### src/rtl/reg_bank_rw.sv
// ---------------------------------------------------------------------------
// reg_bank_rw
//   General-purpose register file for a multicycle MIPS datapath. One write
//   port fed by the write-back selector, two registered read ports feeding the
//   ALU operand registers A/B. A write and a read of the same index on the same
//   edge return the value being written (bypass), so back-to-back instructions
//   see fresh data.
//
// Ports
//   clk        rising-edge clock
//   reset      asynchronous, active-low reset (0 = in reset)
//   RegWrite   write enable, sampled on rising clk
//   WriteReg   destination register index
//   WriteData  data to store
//   ReadReg1   read port 1 index (rs)
//   ReadReg2   read port 2 index (rt)
//   ReadData1  registered read data, port 1 (one clock after ReadReg1)
//   ReadData2  registered read data, port 2 (one clock after ReadReg2)
//
// Interface protocol: there is no valid/ready handshake. Every rising edge
// is a transaction: the read indices are always sampled, and the write takes
// effect whenever RegWrite is high. The control FSM is trusted to raise
// RegWrite only in its write-back states.
//
// Reset: all registers clear to 0 except SP_INDEX, which loads SP_INIT; both
// read outputs go to 0 immediately and stay 0 while reset is low.
// ---------------------------------------------------------------------------
module reg_bank_rw #(
  parameter int DATA_WIDTH = 32,
  parameter int ADDR_WIDTH = 5,
  parameter int ZERO_REG   = 1,
  parameter int SP_INDEX   = 29,
  parameter int SP_INIT    = 227
) (
  input  logic                  clk,
  input  logic                  reset,
  input  logic                  RegWrite,
  input  logic [ADDR_WIDTH-1:0] WriteReg,
  input  logic [DATA_WIDTH-1:0] WriteData,
  input  logic [ADDR_WIDTH-1:0] ReadReg1,
  input  logic [ADDR_WIDTH-1:0] ReadReg2,
  output logic [DATA_WIDTH-1:0] ReadData1,
  output logic [DATA_WIDTH-1:0] ReadData2
);

  localparam int DEPTH = 1 << ADDR_WIDTH;

  logic [DATA_WIDTH-1:0] regs_q [DEPTH];
  logic [DATA_WIDTH-1:0] regs_d [DEPTH];
  logic [DATA_WIDTH-1:0] rd1_q, rd1_d;
  logic [DATA_WIDTH-1:0] rd2_q, rd2_d;

  logic zero_en;
  logic wr_en;

  // A write to index 0 is dropped entirely when register 0 is hard-wired;
  // this also keeps the bypass from forwarding that dropped value.
  assign zero_en = (ZERO_REG != 0);
  assign wr_en   = RegWrite && !(zero_en && (WriteReg == '0));

  always_comb begin
    regs_d = regs_q;
    if (wr_en) begin
      regs_d[WriteReg] = WriteData;
    end
  end

  // Read priority: hard-wired zero, then same-edge bypass, then array.
  always_comb begin
    rd1_d = regs_q[ReadReg1];
    if (wr_en && (WriteReg == ReadReg1)) begin
      rd1_d = WriteData;
    end
    if (zero_en && (ReadReg1 == '0)) begin
      rd1_d = '0;
    end

    rd2_d = regs_q[ReadReg2];
    if (wr_en && (WriteReg == ReadReg2)) begin
      rd2_d = WriteData;
    end
    if (zero_en && (ReadReg2 == '0)) begin
      rd2_d = '0;
    end
  end

  always_ff @(posedge clk or negedge reset) begin
    if (!reset) begin
      for (int i = 0; i < DEPTH; i++) begin
        regs_q[i] <= (i == SP_INDEX) ? DATA_WIDTH'(SP_INIT) : '0;
      end
      rd1_q <= '0;
      rd2_q <= '0;
    end else begin
      regs_q <= regs_d;
      rd1_q  <= rd1_d;
      rd2_q  <= rd2_d;
    end
  end

  assign ReadData1 = rd1_q;
  assign ReadData2 = rd2_q;

endmodule
### config.mk
export PLATFORM = sky130hd
export DESIGN_NAME = reg_bank_rw
export DESIGN_NICKNAME = d
export VERILOG_FILES = /design/src/rtl/reg_bank_rw.sv
export SDC_FILE = /design/constraint.sdc
export NUM_CORES = 2
export LEC_CHECK = 0
export BUFFER_PORTS_ARGS = -buffer_cell sky130_fd_sc_hd__buf_4
export CAP_MARGIN = 5
export CORE_ASPECT_RATIO = 2
export CORE_UTILIZATION = 45
export CTS_CLUSTER_DIAMETER = 60
export CTS_CLUSTER_SIZE = 10
export DETAILED_ROUTE_END_ITERATION = 10
export PLACE_DENSITY = 0.61
export REMOVE_ABC_BUFFERS = 1
export SYNTH_ARGS = -nofsm -noshare
export SYNTH_HDL_FRONTEND = slang
export SYNTH_SLANG_ARGS = --single-unit
### constraint.sdc
create_clock -name clk -period 3.05 [get_ports clk]
set_input_delay 0.7625 -clock clk [delete_from_list [all_inputs] [get_ports clk]]
set_output_delay 0.7625 -clock clk [all_outputs]
set_load 0.01 [all_outputs]
==> metrics.md <==
| Metric | Value |
|---|---|
| Outcome | `completed` |
| Full die area | `0.1293 mm^2` |
| Post-CTS setup buffers | `0` |
| FF-to-FF End | `ReadData2[0]` |
| Worst Path Buf+Inv | `2` |
| Sw frac | `0.2853` |
| HP Start | `regs_q[1005]` |
| Antenna violations before repair | `6` |
| CP Class | `in2reg` |
| Syn_area_per_cell | `13.94 um^2` |
| Largest net degree at the start of global routing | `146` |
| Yosys top cell area share | `0.4713` |
| Grt ovf | `0` |
| Crit-path cells | `buf_8, xor2_1, nor3_1, and3_1, and3_1, buf_12, nor3_1, nor3_1` |
| R2R setup slack | `1.12 ns` |
| Layout Cells excl Fill | `5,966` |
| RSZ-0062 raised after global routing | `false` |
| Total wire length | `211,400 um` |
| Mapped Cells | `4,124` |
| Ys Warns | `0` |
| Final-report setup violation count | `0` |
| CP startpoint kind | `primary input` |
| Worst Setup End Kind | `register` |
| I/O Pins | `114` |
| CTS Buffer Depth | `3` |
| Static Leak | `28.93 nW` |
| Final hold violations | `0` |
| Hold path cells | `0` |
| FF-to-FF Start | `regs_q[256]` |
| Post-CTS sizing | `0` |
| Clock sink count | `1,088` |
| Largest cells by area after synthesis | `dfrtp_1 (47%), mux2_2 (20%), mux4_2 (13%)` |
| Number of synthesized flops with an enable pin | `0` |
| Initial core utilization | `0.4533` |
| Peak VDD IR | `0.4452 mV` |
| Core area | `0.1268 mm^2` |
| Comb power frac | `0.208` |
| Final Skew | `0.02273 ns` |
| WP depth | `8` |
| HP Class | `reg2reg` |
| Final Cycle Share | `0.8003` |
| Via count | `39,674` |
| WP data required | `3.66 ns` |
| Slew @ Worst Pin | `0.9113 ns` |
| Commonest non-fill, non-tap cells in the layout | `dfrtp_1 (1,083), mux2_2 (1,029), mux2i_1 (386)` |
| Die H | `507.5 um` |
| Layout cells sized above 1 | `0.4643` |
| CTS tree | `built` |
| Clock Latency Late Sink | `0.75 ns` |
| Dpl hpwl | `134,900 um` |
| DRC | `0` |
| Clock power frac | `0.323` |
| Fraction of registers with async set/reset | `1.000` |
| Synth-to-Final Area Change | `14.13%` |
| Sequential Power Share | `0.469` |
| PD cells | `629.0 mW/mm^2` |
| Final Cell Area | `0.06563 mm^2` |
| CP max-delay cell | `nor3_1` |
| Nets | `4,270` |
| Placed instance count | `5,781` |
| DRT Pass-1 Iters | `7` |
| DP Area | `0.06227 mm^2` |
| Final min period | `2.441 ns` |
| Drt wl/cell | `35.44 um` |
| Cell Rows | `185` |
| Antenna-violating nets left | `0` |
| Leading area contributor after synthesis | `dfrtp_1` |
| Fin Hold WS | `0.3977 ns` |
| Width of the die | `254.8 um` |
| Root buf cell | `clkbuf_16` |
| Synth cell types | `61` |
| First-pass GRT wire length | `305,400 um` |
| Worst Hold End | `regs_q[1005]` |
| CTS Buf Count | `119` |
| Worst-path fanout max | `20` |
| Port Buf Inserts | `113` |
| Iter 0 DRT Violations | `3,571` |
| Worst-path clk slew | `0.06 ns` |
| Dominant synthesized flop cell | `dfrtp_1` |
| Gpl congestion | `0.8926` |
| Int Pwr | `0.02950 W` |
| Net switching power | `0.01178 W` |
| Routed vias/inst | `6.650` |
| Worst stage delay on the critical path | `0.48 ns` |
| Slew Limit Fails | `0` |
| Worst R2R Path Depth | `5` |
| H-tree depth | `3` |
| Crit path DAT | `3.05 ns` |
| Seq/Total Area, Yosys | `0.4736` |
| Most frequent CP cell | `nor3_1` |
| Peak Freq | `409.7 MHz` |
| FF+latch count, synth | `1,088` |
| Max Cap Viol | `0` |
| GRT Resource Usage Total | `0.3329` |
| Slew margin rel. | `0.3925` |
| CP top delay family | `simple AND/OR/NAND/NOR gates` |
| Most common cell after layout, fill and taps aside | `dfrtp_1` |
| Setup TNS | `0 ns` |
| Vias in the first global route | `41,609` |
| Synthesized area | `0.05750 mm^2` |
==> per-layer routing <==
metal | GRT usage | vias to the layer above | part of all wire
met1 | 0.3953 | 21363 | 0.36
met2 | 0.5548 | 1797 | 0.50
met3 | 0.05751 | 649 | 0.064
li1 | - | 15861 | -
met5 | 0 | - | 0.00011
met4 | 0.2129 | 4 | 0.074
==> Yosys cell counts, types with 28 or more instances <==
library cell	instances
a211oi_1	31
nor3_1	70
nor2b_1	28
nand3_1	37
mux2i_1	386
o211ai_1	36
buf_2	102
buf_1	55
nor2_1	91
a22oi_1	78
o22ai_1	32
a21oi_1	103
buf_4	50
a221oi_1	43
mux4_2	340
mux2_2	1029
dfrtp_1	1083
nand2_1	72
clkbuf_1	224
o21ai_0	42
==> through the flow <==
| stage | utilization | total power, W | setup WS, ns |
|---|---|---|---|
| 5_1_grt | 0.5174 | 0.04287 | 0.5783 |
| 2_1_floorplan | - | 0.02427 | -0.1981 |
| 3_5_place_dp | 0.4909 | 0.02810 | -0.01950 |
| 3_3_place_gp | 0.4909 | 0.02778 | -0.05652 |
| 4_1_cts | 0.5173 | 0.04140 | 0.7375 |
| 6_report | 0.5174 | 0.04128 | 0.6091 |
==> power by group through the flow <==
stage	Combinational, W	Clock [W]	Sequential, W
6_report	0.00859	0.0133	0.0194
4_1_cts	0.00860	0.0135	0.0193
5_1_grt	0.00915	0.0141	0.0197
3_5_place_dp	0.00857	0	0.0195
2_1_floorplan	0.00555	0	0.0187
3_3_place_gp	0.00840	0	0.0194
==> area by class of cell <==
| type | instances | area [um^2] |
|---|---|---|
| fill | 10930 | 61220 |
| multi-input combinational | 2582 | 28350 |
| sequential | 1088 | 27230 |
| timing repair buffer | 425 | 4577 |
| clock buffer | 176 | 3244 |
| tap | 1683 | 2106 |
| clock inverter | 5 | 97.59 |
| inverter | 4 | 15.01 |
| antenna | 3 | 7.507 |
==> cells by family after synthesis <==
kind of cell,share of synthesized area
compound gates,0.05429
xor+xnor,0.001523
buf+inv,0.03760
flops,0.4736
mux,0.4019
simple gates,0.03107
==> state kept, by name (all words and copies together) (netlist names) <==
name       flops
ReadData1     32
regs_q      1024
ReadData2     32
==> how the worst max path moves through the flow <==
stage,slack [ns],start,to
3_3_place_gp,-0.06,ReadReg1[2],ReadData1[11]
4_1_cts,0.74,ReadReg1[0],ReadData1[27]
6_report,0.61,ReadReg1[0],ReadData1[27]
3_5_place_dp,-0.02,ReadReg1[0],ReadData1[27]
5_1_grt,0.58,ReadReg1[0],ReadData1[27]
2_1_floorplan,-0.20,ReadReg1[1],ReadData1[22]
==> timing repair <==
action,CTS,global route
endpoints found under the hold margin,16,0
endpoints found under the setup margin,0,0
hold buffers,1,0
No activity file was read; power rests on OpenSTA's default activity.
